[src/rtl/dec_cmd_sched.sv]
// Command scheduler in front of the decision-tree core: packs host commands, tags
// classify requests with IDs, bounds in-flight work and watches for hung requests.
module dec_cmd_sched #(
  parameter int NUM_FEATURE = 8,
  parameter int MAX_OUT     = 15,
  parameter int TIMEOUT     = 1023,
  parameter int ID_W        = 12
) (
  input  logic                     clk,
  input  logic                     rst_n,
  input  logic                     cmd_valid,
  output logic                     cmd_ready,
  input  logic [1:0]               cmd_op,
  input  logic [8:0]               cmd_addr,
  input  logic [7:0]               cmd_wdata,
  input  logic [8*NUM_FEATURE-1:0] cmd_feat,
  output logic                     dec_valid,
  input  logic                     dec_ready,
  output logic [1:0]               dec_mode,
  output logic [8*NUM_FEATURE-1:0] dec_data,
  output logic [ID_W-1:0]          dec_id,
  input  logic                     res_valid,
  input  logic [ID_W-1:0]          res_id,
  input  logic                     res_class,
  output logic                     rslt_valid,
  output logic [ID_W-1:0]          rslt_id,
  output logic                     rslt_class,
  output logic                     busy,
  output logic                     err_timeout,
  output logic [15:0]              cls_count
);

  localparam int DATA_W  = 8 * NUM_FEATURE;
  localparam int OUT_W   = $clog2(MAX_OUT + 1);
  localparam int STALL_W = $clog2(TIMEOUT + 1);

  localparam logic [OUT_W-1:0]   MAX_OUT_C = OUT_W'(MAX_OUT);
  localparam logic [STALL_W-1:0] TIMEOUT_C = STALL_W'(TIMEOUT);
  localparam logic [1:0]         OP_CLASSIFY = 2'b11;

  localparam logic [1:0] ST_IDLE  = 2'd0;
  localparam logic [1:0] ST_RUN   = 2'd1;
  localparam logic [1:0] ST_DRAIN = 2'd2;

  logic              hold_v_q, hold_v_d;
  logic [1:0]        hold_op_q, hold_op_d;
  logic [8:0]        hold_addr_q, hold_addr_d;
  logic [7:0]        hold_wdata_q, hold_wdata_d;
  logic [DATA_W-1:0] hold_feat_q, hold_feat_d;

  logic [ID_W-1:0]    next_id_q, next_id_d;
  logic [15:0]        cls_count_q, cls_count_d;
  logic [OUT_W-1:0]   outstanding_q, outstanding_d;
  logic [1:0]         state_q, state_d;
  logic [STALL_W-1:0] stall_q, stall_d;
  logic               err_q, err_d;
  logic               rslt_valid_q, rslt_valid_d;
  logic [ID_W-1:0]    rslt_id_q, rslt_id_d;
  logic               rslt_class_q, rslt_class_d;

  logic is_cls;
  logic issue_ok;
  logic fire;
  logic accept;
  logic cls_fire;
  logic retire;

  // Writes must not reach the tables while any classification could still read them.
  always_comb begin
    is_cls   = (hold_op_q == OP_CLASSIFY);
    issue_ok = 1'b0;
    if (is_cls) begin
      issue_ok = (outstanding_q < MAX_OUT_C) && (state_q != ST_DRAIN);
    end else begin
      issue_ok = (outstanding_q == '0) && !res_valid;
    end
  end

  assign dec_valid = hold_v_q & issue_ok;
  assign fire      = dec_valid & dec_ready;
  assign cmd_ready = ~hold_v_q | fire;
  assign accept    = cmd_valid & cmd_ready;
  assign cls_fire  = fire & is_cls;
  assign retire    = res_valid & (outstanding_q != '0);

  always_comb begin
    dec_mode = hold_op_q;
    dec_data = '0;
    dec_id   = '0;
    if (is_cls) begin
      dec_data = hold_feat_q;
      dec_id   = next_id_q;
    end else begin
      dec_data[7:0]   = hold_wdata_q;
      dec_data[15:8]  = hold_addr_q[7:0];
      dec_data[23:16] = {7'b0, hold_addr_q[8]};
    end
  end

  always_comb begin
    hold_v_d     = hold_v_q;
    hold_op_d    = hold_op_q;
    hold_addr_d  = hold_addr_q;
    hold_wdata_d = hold_wdata_q;
    hold_feat_d  = hold_feat_q;
    if (accept) begin
      hold_v_d     = 1'b1;
      hold_op_d    = cmd_op;
      hold_addr_d  = cmd_addr;
      hold_wdata_d = cmd_wdata;
      hold_feat_d  = cmd_feat;
    end else if (fire) begin
      hold_v_d = 1'b0;
    end
  end

  // A retire that arrives in the same cycle as a new issue leaves the count unchanged.
  always_comb begin
    next_id_d     = next_id_q;
    cls_count_d   = cls_count_q;
    outstanding_d = outstanding_q;
    if (cls_fire) begin
      next_id_d   = next_id_q + ID_W'(1);
      cls_count_d = cls_count_q + 16'd1;
    end
    case ({cls_fire, retire})
      2'b10:   outstanding_d = outstanding_q + OUT_W'(1);
      2'b01:   outstanding_d = outstanding_q - OUT_W'(1);
      default: outstanding_d = outstanding_q;
    endcase
  end

  always_comb begin
    state_d = state_q;
    case (state_q)
      ST_IDLE: begin
        if (cls_fire) state_d = ST_RUN;
      end
      ST_RUN: begin
        if (outstanding_d == '0) begin
          state_d = ST_IDLE;
        end else if (hold_v_q && !is_cls) begin
          state_d = ST_DRAIN;
        end
      end
      ST_DRAIN: begin
        if (outstanding_d == '0) state_d = ST_IDLE;
      end
      default: state_d = ST_IDLE;
    endcase
  end

  // The stall counter saturates so the sticky flag cannot be missed by wrapping.
  always_comb begin
    stall_d = stall_q;
    if ((outstanding_q == '0) || res_valid) begin
      stall_d = '0;
    end else if (stall_q != TIMEOUT_C) begin
      stall_d = stall_q + STALL_W'(1);
    end
    err_d = err_q | (stall_q == TIMEOUT_C);
  end

  always_comb begin
    rslt_valid_d = res_valid;
    rslt_id_d    = res_id;
    rslt_class_d = res_class;
  end

  always_ff @(posedge clk or negedge rst_n) begin
    if (!rst_n) begin
      hold_v_q      <= 1'b0;
      hold_op_q     <= '0;
      hold_addr_q   <= '0;
      hold_wdata_q  <= '0;
      hold_feat_q   <= '0;
      next_id_q     <= '0;
      cls_count_q   <= '0;
      outstanding_q <= '0;
      state_q       <= ST_IDLE;
      stall_q       <= '0;
      err_q         <= 1'b0;
      rslt_valid_q  <= 1'b0;
      rslt_id_q     <= '0;
      rslt_class_q  <= 1'b0;
    end else begin
      hold_v_q      <= hold_v_d;
      hold_op_q     <= hold_op_d;
      hold_addr_q   <= hold_addr_d;
      hold_wdata_q  <= hold_wdata_d;
      hold_feat_q   <= hold_feat_d;
      next_id_q     <= next_id_d;
      cls_count_q   <= cls_count_d;
      outstanding_q <= outstanding_d;
      state_q       <= state_d;
      stall_q       <= stall_d;
      err_q         <= err_d;
      rslt_valid_q  <= rslt_valid_d;
      rslt_id_q     <= rslt_id_d;
      rslt_class_q  <= rslt_class_d;
    end
  end

  assign rslt_valid  = rslt_valid_q;
  assign rslt_id     = rslt_id_q;
  assign rslt_class  = rslt_class_q;
  assign busy        = hold_v_q | (outstanding_q != '0);
  assign err_timeout = err_q;
  assign cls_count   = cls_count_q;

endmodule

[config.mk]
export PLATFORM = sky130hd
export DESIGN_NAME = dec_cmd_sched
export DESIGN_NICKNAME = d
export VERILOG_FILES = /design/src/rtl/dec_cmd_sched.sv
export SDC_FILE = /design/constraint.sdc
export NUM_CORES = 1
export LEC_CHECK = 0
export ABC_AREA = 1
export ABC_CLOCK_PERIOD_IN_PS = 7200
export CORE_UTILIZATION = 40
export DETAILED_ROUTE_END_ITERATION = 7
export PLACE_DENSITY = 0.7
export SKIP_CTS_REPAIR_TIMING = 1
export SLEW_MARGIN = 30
export SYNTH_ARGS = -nofsm -noshare
export SYNTH_HDL_FRONTEND = slang
export SYNTH_SLANG_ARGS = --single-unit
[constraint.sdc]
create_clock -name clk -period 7.2 [get_ports clk]
set_input_delay 1.44 -clock clk [delete_from_list [all_inputs] [get_ports clk]]
set_output_delay 1.44 -clock clk [all_outputs]
set_load 0.02 [all_outputs]
Word-level counts from Yosys, hierarchy flattened
Index checks and enable logic that the tools add are counted.

storage, ports and cells
  bits in registers = 143
  bits of input ports = 101
  logic and storage cells = 67

operators by class
  $add $sub $neg = 5
  magnitude comparators = 1
  equality and inequality tests = 11
  mux-type cells = 14
  bitwise operators = 9
  reductions and logical operators = 13

operators by type and width
  kind                                                  count
  2-to-1 mux 40 bit                                     1
  2-to-1 mux 24 bit                                     1
  2-to-1 mux 10 bit                                     2
  adder 16 x 1 -> 16 bit (second input constant)        1
  adder 12 x 1 -> 12 bit (second input constant)        1
  2-to-1 mux 12 bit                                     1
  adder 10 x 1 -> 10 bit (second input constant)        1
  equality test 10 bit (second input constant)          1
  inequality test 10 bit (second input constant)        1
  zero test 4 bit                                       2
  2-to-1 mux 2 bit                                      4
  case mux 4 bit (2 select lines)                       1
  equality test 2 bit (second input constant)           3
  inequality test 2 bit (second input constant)         3
  case mux 2 bit (3 select lines)                       1
  bitwise AND 1 bit                                     5
  adder 4 x 1 -> 4 bit (second input constant)          1
  equality test 2 x 1 -> 1 bit (second input constant)  2
  less-than comparator 4 bit (second input constant)    1
  nonzero test 2 bit                                    2
  nonzero test 4 bit                                    1
  subtractor 4 x 1 -> 4 bit (second input constant)     1
  logical AND 1 bit                                     3
  2-to-1 mux 1 bit                                      3
  7 further kinds                                       10

Depth between registers and ports, before layout
  word-level depth = 11
  depth in mapped cells = 24
  depth with buffers taken out = 24

Worst setup path after synthesis
Ideal clock, no wire load.

  path type = input-to-reg
  from = in res_valid
  to = reg state_q[1]
  library setup time = 118 ps
  arrival time = 3667 ps
  slack = 3415 ps
  stages = 17
  path through = o21ai_2 > and2_1 > nand3_1 > ha_1 > nand2_1 > inv_1 > nor2_1 > ha_1 > nand2_1 > nand2_1 > or2_2 > nor2_1 > nand3_1 > nand2_1 > inv_1 > nand4_1 > nand2_1

between the ends
  cells in the longest elaborated chain, start to end = 11

ends and longest elaborated chain
  what                                                                                     line      source
  from (decl)                                                                              22        input logic res_valid,
  zero test 1 bit *                                                                        75        issue_ok = (outstanding_q == '0) && !res_valid;
  logical AND 1 bit *                                                                      75
  2-to-1 mux 1 bit *                                                                       72        if (is_cls) begin
  bitwise AND 1 bit *                                                                      79        assign dec_valid = hold_v_q & issue_ok;
  net dec_valid                                                                            17        output logic dec_valid,
  bitwise AND 1 bit *                                                                      80        assign fire = dec_valid & dec_ready;
  bitwise AND 1 bit *                                                                      83        assign cls_fire = fire & is_cls;
  equality test 2 x 1 -> 1 bit or equality test 2 bit (tied branches)                      126       case ({cls_fire, retire})
  case mux 4 bit (2 select lines) *                                                        126
  net outstanding_d[1]                                                                     53        logic [OUT_W-1:0] outstanding_q, outstanding_d;
  zero test 4 bit *                                                                        140, 147
  inequality test 3 bit (no source line) (tied with other cells)                           -
  AND reduction 3 bit (no source line) or case mux 2 bit (3 select lines) (tied branches)  -
  to (signal assigned)                                                                     195       state_q <= state_d;
  to (decl)                                                                                54        logic [1:0] state_q, state_d;

The timed path passes the listed nets; every way through them passes the cells marked *.
A chain may end at the register's enable or synchronous reset.

Worst setup path in the final report
  from = reg hold_op_q[0], in the netlist dec_mode[0]
  to = out dec_valid

between the ends
  cells in the longest elaborated chain, start to end = 3

ends and longest elaborated chain
  what                    line  source
  from (decl)             46    logic [1:0] hold_op_q, hold_op_d;
  from (signal assigned)  188   hold_op_q <= hold_op_d;
  equality test 2 bit     70    is_cls = (hold_op_q == OP_CLASSIFY);
  2-to-1 mux 1 bit        72
  bitwise AND 1 bit       79
  to (decl)               17

No other way between the ends.

==> out/qor.csv <==
metric,value,unit
vias,5227,
Post-Synthesis Cells,703,
Die Y,130.2,um
Clock Latency Late Sink,0.42,ns
Leakage,4.587,nW
number of synthesized flops with an enable pin,0,
Cell Rows,46,
Synth top cells by count,"dfrtp_1, nor2_1, nand2_1",
CP Class,flip-flop to output port,
routed wire length,15320,um
PortBufs,212,
NumNets Final,1019,
largest cells by area after synthesis,"dfrtp_1, mux2_4, nor2_1",
Final HPWL DP,10680,um
Num CTS Buffers,17,
RSZ-0062 raised after global routing,no,
Worst Path Required,5.76,ns
FF-to-FF setup slack,3.13,ns
worst r2r dst,state_q[0],
drt initial violations,211,
Hold Path Sink,next_id_q[9],
synth unique cells,35,
maxcap violations,0,
synthesized area,6576,um^2
GRT Residual Overflow,0,
die width,130.2,um
worst rel slew slack,38.62,%
setup TNS,0,ns
Post-Syn Nets,810,
Post-synth ARST share,100.0,%
largest net degree at the start of global routing,91,
first-pass GRT wire length,24510,um
io pins,213,
CTS max path bufs,2,
Final Setup Violations,0,
share of cells above drive strength 1,9.091,%
leading area contributor after synthesis,dfrtp_1,
HP Class,flip-flop to flip-flop,
reg-to-reg startpoint,dec_mode[0],
Tot GR Track Use,18.89,%
DP Worst Slack,2.732,ns
pwr dens,425.9,nW/um^2
# H-tree levels,4,
worst vdd ir,259.2,uV
Final WS setup,2.719,ns
worst-case reg-to-reg path depth,21,
status,"finished, final reports clean",
synthesis-stage register bit count,143,
initial antenna violation count,0,
# clock sinks,143,
root buf cell,clkbuf_16,
post-synthesis sequential area ratio,54.41,%
area delta synth->final,44.04,%
worst hold stages,1,
core area,15940,um^2
Setup crit end kind,output port,
period utilization,62.23,%
number of global-route vias before repair,5097,
largest fanout on the critical path,79,
final hold vios,0,
starting density of the core,41.25,%
Period minus WS final,4.481,ns
average cell area after synthesis,9.355,um^2
CTS tree,done,
Via density,4.585,
Most used DFF post-synth,dfrtp_1,
ANT nets after route,0,
ant diodes,0,
worst path arrival time,3.04,ns
DIE AREA,16960,um^2
CTS clock-pin slew for the worst setup and hold paths,0.06,ns
drt wl/cell,13.44,um
Least-Margin Pin Slew,0.9207,ns
clock skew,0.005498,ns
Max Freq,223.2,MHz
startpoint types,flip-flop,
area fraction of the dominant cell type after synthesis,54.41,%
Min-Delay Startpoint,next_id_q[9],
top-count cell post-synth,dfrtp_1,
drt first pass iters,4,
Syn. warnings,0,
gpl congestion,0.8195,
Slew Limit Fails,0,
DRC,0,
-- cell usage in the layout (no fill, tap or decap), drive strengths merged, types with 4 or more instances in the layout --
master	netlist	final
clkdlybuf4s50	0	211
dfrtp	143	143
nor2	132	132
nand2	122	122
inv	93	94
a21oi	49	49
mux2	36	36
nand3	23	23
xor2	22	22
clkbuf	9	19
o21ai	16	16
xnor2	8	8
nor3	8	8
nand4	7	7
ha	6	6
bufinv	0	4
clkinvlp	0	4
buf	16	4
-- report_power, final --
part / leakage [nW] / switching [W] / internal, W
sequential: 1.67 / 0.000147 / 0.00109
combinational: 2.62 / 0.00100 / 0.000853
clock: 0.298 / 0.000343 / 0.000599
-- cells by family after synthesis --
group	count (synthesis)	share of synthesized area, %
flip-flops	143	54.41
AND/OR/NAND/NOR	299	18.93
XOR/XNOR	30	3.995
AO/OA/AOI/OAI	71	5.613
buffers and inverters	118	7.801
multiplexers	36	8.105
adder cells (fa/ha/maj)	6	1.142
-- worst max-delay path, stage by stage (launching register included) --
cell and delay [ns]:
dfrtp_1 0.41, nand2_2 0.07, buf_4 0.67, inv_4 0.25, nor2_4 0.18, inv_2 0.04
nand2_2 0.08, and2_1 0.22, clkdlybuf4s50_1 0.64
-- sequential cells by signal, summed over array words and instances, names as in the netlist, 2 cells and up --
name	count
state_q	2
rslt_id	12
cls_count	16
outstanding_q	4
hold_wdata_q	8
stall_q	10
next_id_q	12
hold_addr_q	9
dec_mode	2
hold_feat_q	64
-- how the worst max path moves through the flow --
stage	cells after the start	from	slack, ns	end
after detailed placement	4	res_valid	2.73	dec_valid
final	8	dec_mode[0]	2.72	dec_valid
after floorplan	17	res_valid	3.41	state_q[1]
after global routing	8	dec_mode[0]	2.52	dec_valid
after CTS	8	dec_mode[0]	2.67	dec_valid
after global placement	4	res_valid	2.76	dec_valid
-- per-layer routing --
layer | vias to the layer above | part of all wire, % | global-route usage (%)
met1 | 2457 | 43 | 22.89
met2 | 145 | 48 | 30.35
met4 | 0 | 2.0 | 8.687
met5 | - | 0 | 0
met3 | 22 | 7.0 | 6.437
li1 | 2603 | - | -
-- per-stage QoR --
step	instance area [um^2]	std cells	power, W	util (%)	hold WS (ns)
finish	9473	1140	0.004034	59.42	0.4769
global route	9473	1140	0.004297	59.42	0.4909
CTS	9469	1140	0.004082	59.39	0.4806
detailed placement	8831	1109	0.003114	55.39	0.4685
global placement	8831	1109	0.003088	55.39	0.4583
floorplan	6576	703	0.002385	-	0.4416
-- layout make-up --
class | instances | area, um^2
tap | 216 | 270.3
timing repair buffer | 215 | 2150
multi-input combinational | 442 | 2485
clock buffer | 19 | 452.9
inverter | 93 | 351.6
sequential | 143 | 3578
clock inverter | 12 | 185.2
fill | 1378 | 6470
Power figures use the tool's default switching activity.
